--- src/rtl/dmem_defs.sv ---
// Shared encodings for the data-memory access path: access sizes, arbiter FSM
// states and the default memory size.
package dmem_defs;

  localparam logic [1:0] SIZE_BYTE = 2'b00;
  localparam logic [1:0] SIZE_HALF = 2'b01;
  localparam logic [1:0] SIZE_WORD = 2'b10;
  localparam logic [1:0] SIZE_BAD  = 2'b11;

  localparam int MEM_BYTES_DEFAULT = 256;

  typedef enum logic [1:0] {
    IDLE  = 2'd0,
    READ  = 2'd1,
    WRITE = 2'd2,
    DONE  = 2'd3
  } state_t;

  // Bytes touched by an access; the illegal encoding reports 1 and is rejected separately.
  function automatic logic [2:0] size_nbytes(input logic [1:0] size);
    case (size)
      SIZE_HALF: size_nbytes = 3'd2;
      SIZE_WORD: size_nbytes = 3'd4;
      default:   size_nbytes = 3'd1;
    endcase
  endfunction

endpackage

--- src/rtl/store_merge.sv ---
// Byte-lane merge for sub-word stores: replaces the low byte or half of the old
// word with right-justified store data; a word store passes wdata through.
module store_merge
  import dmem_defs::*;
(
  input  logic [31:0] old_word,
  input  logic [31:0] wdata,
  input  logic [1:0]  size,
  output logic [31:0] new_word
);

  always_comb begin
    new_word = wdata;
    case (size)
      SIZE_BYTE: new_word = {old_word[31:8], wdata[7:0]};
      SIZE_HALF: new_word = {old_word[31:16], wdata[15:0]};
      default:   new_word = wdata;
    endcase
  end

endmodule

--- src/rtl/dmem_arbiter.sv ---
// Round-robin two-port arbiter and access sequencer for the 256-byte data memory:
// bounds-checks requests, runs read-modify-write for sub-word stores.
module dmem_arbiter
  import dmem_defs::*;
#(
  parameter int MEM_BYTES = MEM_BYTES_DEFAULT
) (
  input  logic        clk,
  input  logic        rst,
  input  logic        req0,
  input  logic        req1,
  input  logic        we0,
  input  logic        we1,
  input  logic [1:0]  size0,
  input  logic [1:0]  size1,
  input  logic [31:0] addr0,
  input  logic [31:0] addr1,
  input  logic [31:0] wdata0,
  input  logic [31:0] wdata1,
  output logic        ack0,
  output logic        ack1,
  output logic        err,
  output logic [31:0] rdata,
  output logic [31:0] mem_raddr,
  output logic [31:0] mem_waddr,
  output logic [31:0] mem_in,
  output logic        mem_wr,
  input  logic [31:0] mem_out
);

  state_t      state_q, state_d;
  logic        port_q;
  logic        we_q;
  logic [1:0]  size_q;
  logic [31:0] addr_q;
  logic [31:0] wdata_q;
  logic [31:0] data_q;
  logic        err_q;
  logic        last_grant_q;

  logic        any_req;
  logic        grant_port;
  logic        sel_we;
  logic [1:0]  sel_size;
  logic [31:0] sel_addr;
  logic [31:0] sel_wdata;
  logic [32:0] end_addr;
  logic        illegal;
  logic [31:0] merged;

  // On a tie the port that did not win last time is granted.
  always_comb begin
    any_req    = req0 | req1;
    grant_port = (req0 && req1) ? ~last_grant_q : req1;
    sel_we     = grant_port ? we1    : we0;
    sel_size   = grant_port ? size1  : size0;
    sel_addr   = grant_port ? addr1  : addr0;
    sel_wdata  = grant_port ? wdata1 : wdata0;
    // 33-bit end address so that accesses near 0xFFFFFFFF cannot wrap into range.
    end_addr   = {1'b0, sel_addr} + {30'd0, size_nbytes(sel_size)} - 33'd1;
    illegal    = (sel_size == SIZE_BAD) || (end_addr > 33'(MEM_BYTES - 1));
  end

  always_ff @(posedge clk or posedge rst) begin
    if (rst) state_q <= IDLE;
    else     state_q <= state_d;
  end

  always_comb begin
    state_d = state_q;
    case (state_q)
      IDLE: begin
        if (any_req) begin
          if (illegal)                      state_d = DONE;
          else if (!sel_we)                 state_d = READ;
          else if (sel_size == SIZE_WORD)   state_d = WRITE;
          else                              state_d = READ;
        end
      end
      READ:    state_d = we_q ? WRITE : DONE;
      WRITE:   state_d = DONE;
      DONE:    state_d = IDLE;
      default: state_d = IDLE;
    endcase
  end

  always_ff @(posedge clk or posedge rst) begin
    if (rst) begin
      port_q       <= 1'b0;
      we_q         <= 1'b0;
      size_q       <= SIZE_BYTE;
      addr_q       <= '0;
      wdata_q      <= '0;
      data_q       <= '0;
      err_q        <= 1'b0;
      last_grant_q <= 1'b1;
    end else begin
      if (state_q == IDLE && any_req) begin
        port_q       <= grant_port;
        we_q         <= sel_we;
        size_q       <= sel_size;
        addr_q       <= sel_addr;
        wdata_q      <= sel_wdata;
        err_q        <= illegal;
        last_grant_q <= grant_port;
      end
      if (state_q == READ) data_q <= mem_out;
    end
  end

  store_merge u_store_merge (
    .old_word (data_q),
    .wdata    (wdata_q),
    .size     (size_q),
    .new_word (merged)
  );

  // Memory pins follow the operand registers so they hold between accesses.
  always_comb begin
    mem_raddr = addr_q;
    mem_waddr = addr_q;
    mem_in    = merged;
    mem_wr    = (state_q == WRITE);
    ack0      = (state_q == DONE) && !port_q;
    ack1      = (state_q == DONE) && port_q;
    err       = (state_q == DONE) && err_q;
    rdata     = '0;
    if (state_q == DONE && !we_q && !err_q) begin
      case (size_q)
        SIZE_BYTE: rdata = {24'd0, data_q[7:0]};
        SIZE_HALF: rdata = {16'd0, data_q[15:0]};
        default:   rdata = data_q;
      endcase
    end
  end

endmodule

--- config.mk ---
export PLATFORM = sky130hd
export DESIGN_NAME = dmem_arbiter
export DESIGN_NICKNAME = d
export VERILOG_FILES = /design/src/rtl/dmem_defs.sv /design/src/rtl/store_merge.sv /design/src/rtl/dmem_arbiter.sv
export SDC_FILE = /design/constraint.sdc
export NUM_CORES = 1
export LEC_CHECK = 0
export ABC_AREA = 1
export BUFFER_PORTS_ARGS = -buffer_cell sky130_fd_sc_hd__buf_2
export CAP_MARGIN = 0
export CORE_MARGIN = 10
export CORE_UTILIZATION = 25
export CTS_CLUSTER_SIZE = 24
export DETAILED_ROUTE_END_ITERATION = 16
export PLACE_DENSITY = 0.54
export SYNTH_ARGS = -nofsm -noshare
export SYNTH_HDL_FRONTEND = slang
export SYNTH_SLANG_ARGS = --single-unit
--- constraint.sdc ---
create_clock -name clk -period 4.25 [get_ports clk]
set_clock_uncertainty 0.15 [all_clocks]
set_input_delay 0.85 -clock clk [delete_from_list [all_inputs] [get_ports clk]]
set_output_delay 0.85 -clock clk [all_outputs]
set_load 0.1 [all_outputs]
# == After elaboration in Yosys (flattened, before gate mapping) ==
# Index checks and enable logic that the tools add are counted.
# word_totals
register_bits,104
latchBits,0
mem_bits_rw,0
mem_bits_ro,0
out_inout_bits,132
wordCells,50
memories,0
# op_classes
n_addsub,2
multipliers,0
div,0
n_lt_le_gt_ge,1
eq_ne,8
n_shift,0
n_mux,15
bitwise,2
n_reduce_logical,13
# ops
op,n
32-bit one-hot mux with 2 select lines,2
32-bit 2-to-1 mux,3
32-bit by 3-bit adder with 33-bit output,1
"33-bit by 8-bit > comparator with 1-bit output, second input constant",1
"33-bit by 1-bit subtractor with 33-bit output, second input constant",1
2-bit 2-to-1 mux,5
"2-bit == test, second input constant",4
2-bit one-hot mux with 4 select lines,1
1-bit logical AND,7
"2-bit by 1-bit == test with 1-bit output, second input constant",3
3-bit one-hot mux with 2 select lines,1
2-bit logical NOT,2
1-bit logical NOT,3
1-bit 2-to-1 mux,3
"2-bit inequality test, second input constant",1
1-bit logical OR,1
1-bit inverter,1
1-bit OR,1

# == Logic depth before layout (Yosys ltp) ==
# logic_depth
depth_word,12
ltp_mapped,29
ltp_nobuf,29

# == Cells and area by module ==
# Synthesis repeated with hierarchy kept, for this count alone.
# hier_totals
hier_cells,1233
hier_area_um2,8052.7
# by_module_without_submodules
mod,n_inst,cells_per_inst,area_per_inst_um2,seq_area_each_um2
dmem_arbiter,1,1148,7666.1,2603.7
store_merge,1,85,386.6,0.0

# == Least setup slack after synthesis ==
# Ideal clock, no wire load.
# synth_path
kind,flip-flop to output port
start,reg state_q[0]
end,out rdata[14]
arrival_time_ns,3.147
slack_ns,0.103
stages_incl_launch_ff,7
cell_sequence,dfrtp_1 -> ha_1 -> inv_1 -> nor3_1 -> inv_1 -> clkbuf_1 -> nor3_1
# synth_between
elab_chain_len,4
# synth_rtl
element,line,rtl
from (decl),dmem_arbiter.sv:31,"state_t state_q, state_d;"
from (signal assigned),dmem_arbiter.sv:66,else state_q <= state_d;
2-bit == test,dmem_arbiter.sv:128,if (state_q == DONE && !we_q && !err_q) begin
1-bit logical AND (2 in a row),dmem_arbiter.sv:128,
32-bit 2-to-1 mux,dmem_arbiter.sv:128,
to (decl),dmem_arbiter.sv:23,"output logic [31:0] rdata,"
# No other way between the ends.

# == Final worst setup path ==
# layout_path
start,in req0
end,reg state_q[0]
# layout_between
elab_chain_len,12
elab_cells_between_ends,20
# layout_rtl
element,line,rtl
from (decl),dmem_arbiter.sv:10,"input logic req0,"
1-bit logical AND *,dmem_arbiter.sv:54,grant_port = (req0 && req1) ? ~last_grant_q : req1;
1-bit 2-to-1 mux *,dmem_arbiter.sv:54,
2-bit 2-to-1 mux *,dmem_arbiter.sv:56,sel_size = grant_port ? size1 : size0;
via sel_size[1],dmem_arbiter.sv:44,logic [1:0] sel_size;
2-bit == test / 2-bit by 1-bit == test with 1-bit output (equally long branches),"dmem_defs.sv:21, dmem_arbiter.sv:76",
3-bit one-hot mux with 2 select lines,dmem_defs.sv:21,case (size)
32-bit by 3-bit adder with 33-bit output,dmem_arbiter.sv:60,"end_addr = {1'b0, sel_addr} + {30'd0, size_nbytes(sel_size)} - 33'd1;"
33-bit by 1-bit subtractor with 33-bit output,dmem_arbiter.sv:60,
33-bit by 8-bit > comparator with 1-bit output,dmem_arbiter.sv:61,illegal = (sel_size == SIZE_BAD) || (end_addr > 33'(MEM_BYTES - 1));
1-bit logical OR,dmem_arbiter.sv:61,
2-bit 2-to-1 mux *,dmem_arbiter.sv:74,if (illegal) state_d = DONE;
2-bit 2-to-1 mux *,dmem_arbiter.sv:73,if (any_req) begin
2-bit one-hot mux with 4 select lines *,dmem_arbiter.sv:71,case (state_q)
# The timed path passes the listed nets; every way through them passes the cells marked *. The select of a mux whose other input is x is not followed.
# A chain may end at the register's enable or synchronous reset.

==> impl_metrics.tcl <==
set metrics [dict create \
    grt_pass1_wl_um 46780 \
    tightestPinTransition_ps 943.0 \
    synth.top_cell.area_share 0.3226 \
    post-place-ws_ps -35.56 \
    rrSetupSlack_ps 420 \
    status "finished, final reports clean" \
    clockBufferDepth 2 \
    dpl_cell_area_sq_mm 0.01010 \
    cts-buffers-inserted 9 \
    worstSetupEndpointType "flop" \
    critPathMaxStageDelay_ps 380 \
    rows 65 \
    dieArea_sq_mm 0.03951 \
    hold_viol_final 0 \
    crit_buf_inv 4 \
    fin_area_sq_mm 0.01042 \
    grt_use_total 0.1495 \
    final_cells 1937 \
    synth_area_leaders "dfrtp_1 32%, nand2_1 17%, o21ai_0 11%" \
    grt_start_max_net_pins 98 \
    dieHeight_um 198.8 \
    grt_pass1_vias 8533 \
    slowest_stage "fa_1" \
    netlist.top_cell.by_area "dfrtp_1" \
    ys_seq_area_frac 0.3259 \
    final_nets 1742 \
    max-slew-margin-rel 0.3714 \
    utilization 0.3301 \
    clock-root-buffer "clkbuf_16" \
    synth-seq-cells 104 \
    cp_common_cell "nand2_1" \
    cp_max_fo 5 \
    detail-route-antenna-nets 0 \
    boundaryPins 302 \
    drt-pass1-iter-count 5 \
    fin_ws_ps 361.8 \
    synth_fp_nets 1443 \
    clock_sinks 104 \
    dp.cells 1921 \
    htree_levels 3 \
    dieWidth_um 198.8 \
    maxCapViolCount 0 \
    clk_pin_slew_ps 60 \
    setup_viol 0 \
    first_iter_violations 430 \
    post_cts_buffers 0 \
    routed_wl_um 30400 \
    core_area_sq_mm 0.03156 \
    syn_area_sq_mm 0.007990 \
    path_delay_family "simple AND/OR/NAND/NOR gates" \
    start_util 0.2532 \
    grt-ovfl-total 0 \
    dp_hpwl_um 25340 \
    antenna_found_initial 0 \
    cts_tree "done" \
    yosys_warnings 0 \
    cp.required_ps 4340 \
    path_class "primary input to flop" \
    syn-mean-instance-area_sq_um 6.491 \
    period_share 0.9149 \
    drt-wirelength-per-cell_um 15.69 \
    drv_slew 0 \
    fin_crit_ps 3888 \
    synthCells 1231 \
    ys_types 37 \
    start_kind "primary input" \
    area_growth_syn_to_layout_pct 30.36 \
    gp_congestion 0.9013 \
    vias 8522 \
    n_antenna_cell 0 \
    insertion_delay_ps 350 \
    rsz0062_at_grt "false" \
    clock.fmax_mhz 257.2 \
    drive_gt1_frac 0.2945 \
    hold_buffers 0 \
    crit_arrival_ps 3980 \
    hold_class "flop to flop" \
    drc_errors 0 \
    portBuffers 301 \
    vias_per_cell 4.400 \
]
-- cell usage after synthesis (all sizes together) --
cell and number:
clkbuf 40, nand3b 13, dfstp 1, o21bai 1, o21ai 184, clkinv 1
xnor2 1, a21o 2, nor2 110, nand3 34, ha 41, inv 193
o21a 1, a21oi 27, buf 42, nor3 12, o22ai 8, fa 1
dfrtp 103, and2 2, nand2 372, mux2i 4, nand4 6, a221oi 1
or2 30, nor3b 1
-- per-layer routing --
layer  share of wire  GRT usage  vias to the layer above
li1                -          -                     4396
met1            0.43     0.1812                     3881
met2            0.49     0.2640                      222
met3           0.064    0.02602                       23
met4           0.019    0.04323                        0
met5               0          0                        -
-- sequential cells by signal, indices dropped and copies added (netlist names) --
| name | flops |
|---|---|
| err_q | 1 |
| last_grant_q | 1 |
| state_q | 2 |
| mem_raddr | 32 |
| we_q | 1 |
| wdata_q | 32 |
| port_q | 1 |
| data_q | 32 |
| size_q | 2 |
-- cells in the final DEF (no fill, tap or decap), types with 3 or more instances in the layout --
cell type / n
nand2_1: 360
buf_2: 301
inv_1: 186
o21ai_0: 182
dfrtp_1: 103
nor2_1: 99
buf_4: 67
ha_1: 40
nand3_1: 34
or2_2: 29
a21oi_1: 24
nand3b_1: 13
nand2_2: 11
nor3_1: 11
clkbuf_16: 9
nor2_2: 8
o22ai_1: 8
inv_2: 6
nand4_1: 6
mux2i_1: 4
nor2_4: 3
a21oi_2: 3
-- cell families after synthesis --
kind of cell / share of synthesized area
adders and majority gates: 0.06671
DFF: 0.3259
buffers and inverters: 0.1486
muxes: 0.005011
xor gates and xnor gates: 0.001096
AOI/OAI and AO/OA: 0.1452
and+or+nand+nor: 0.3075
-- metrics by stage --
stage,setup TNS (ps),hold WS (ps)
after detailed placement,-91.40,316.6
after global routing,0,336.3
after CTS,0,328.3
after floorplan,0,298.1
final,0,324.7
after global placement,0,317.3
-- layout make-up --
cell class	count	area (sq um)
clock buffers	12	256.5
inverters	194	730.7
fillers	3515	21140
multi-input cells	851	4220
flip-flops and latches	104	2604
well taps	402	503.0
clock inverters	4	52.55
repair buffers	370	2049
-- what timing repair did --
action | 4_1_cts | 5_1_grt
resized for setup | 0 | 2
endpoints found under the hold margin | 0 | 0
endpoints found under the setup margin | 0 | 2
-- worst reg2reg max path, cell delays in order, from the launching register on --
cell and delay [ps]:
dfstp_2 540, nand2_1 80, nand2_4 110, inv_2 50, or2_2 260, o21ai_0 80, buf_4 150, ha_1 220
inv_1 60, ha_1 140, inv_1 40, ha_1 200, fa_1 380, nand3_1 100, nand3_1 110, nand2_1 110
nand2_2 80, nand2_1 70, nand3b_1 80, nor2_1 90, nand3_1 80, nor2_1 130, nand3_1 110, nor2_2 100
nand2_1 60, nand2_1 70, nand2_1 60
-- final timing paths --
path | from | to | cells after the start
min in group asynchronous | rst | wdata_q[13] | 2
hold reg to reg | last_grant_q | last_grant_q | 2
setup / recovery | req0 | state_q[0] | 25
hold / removal | last_grant_q | last_grant_q | 2
setup reg to reg | last_grant_q | state_q[0] | 26
max in group asynchronous | rst | last_grant_q | 3
Power is not shown: default switching activity piles up to over one toggle a cycle in this logic, so the estimate is an artifact.
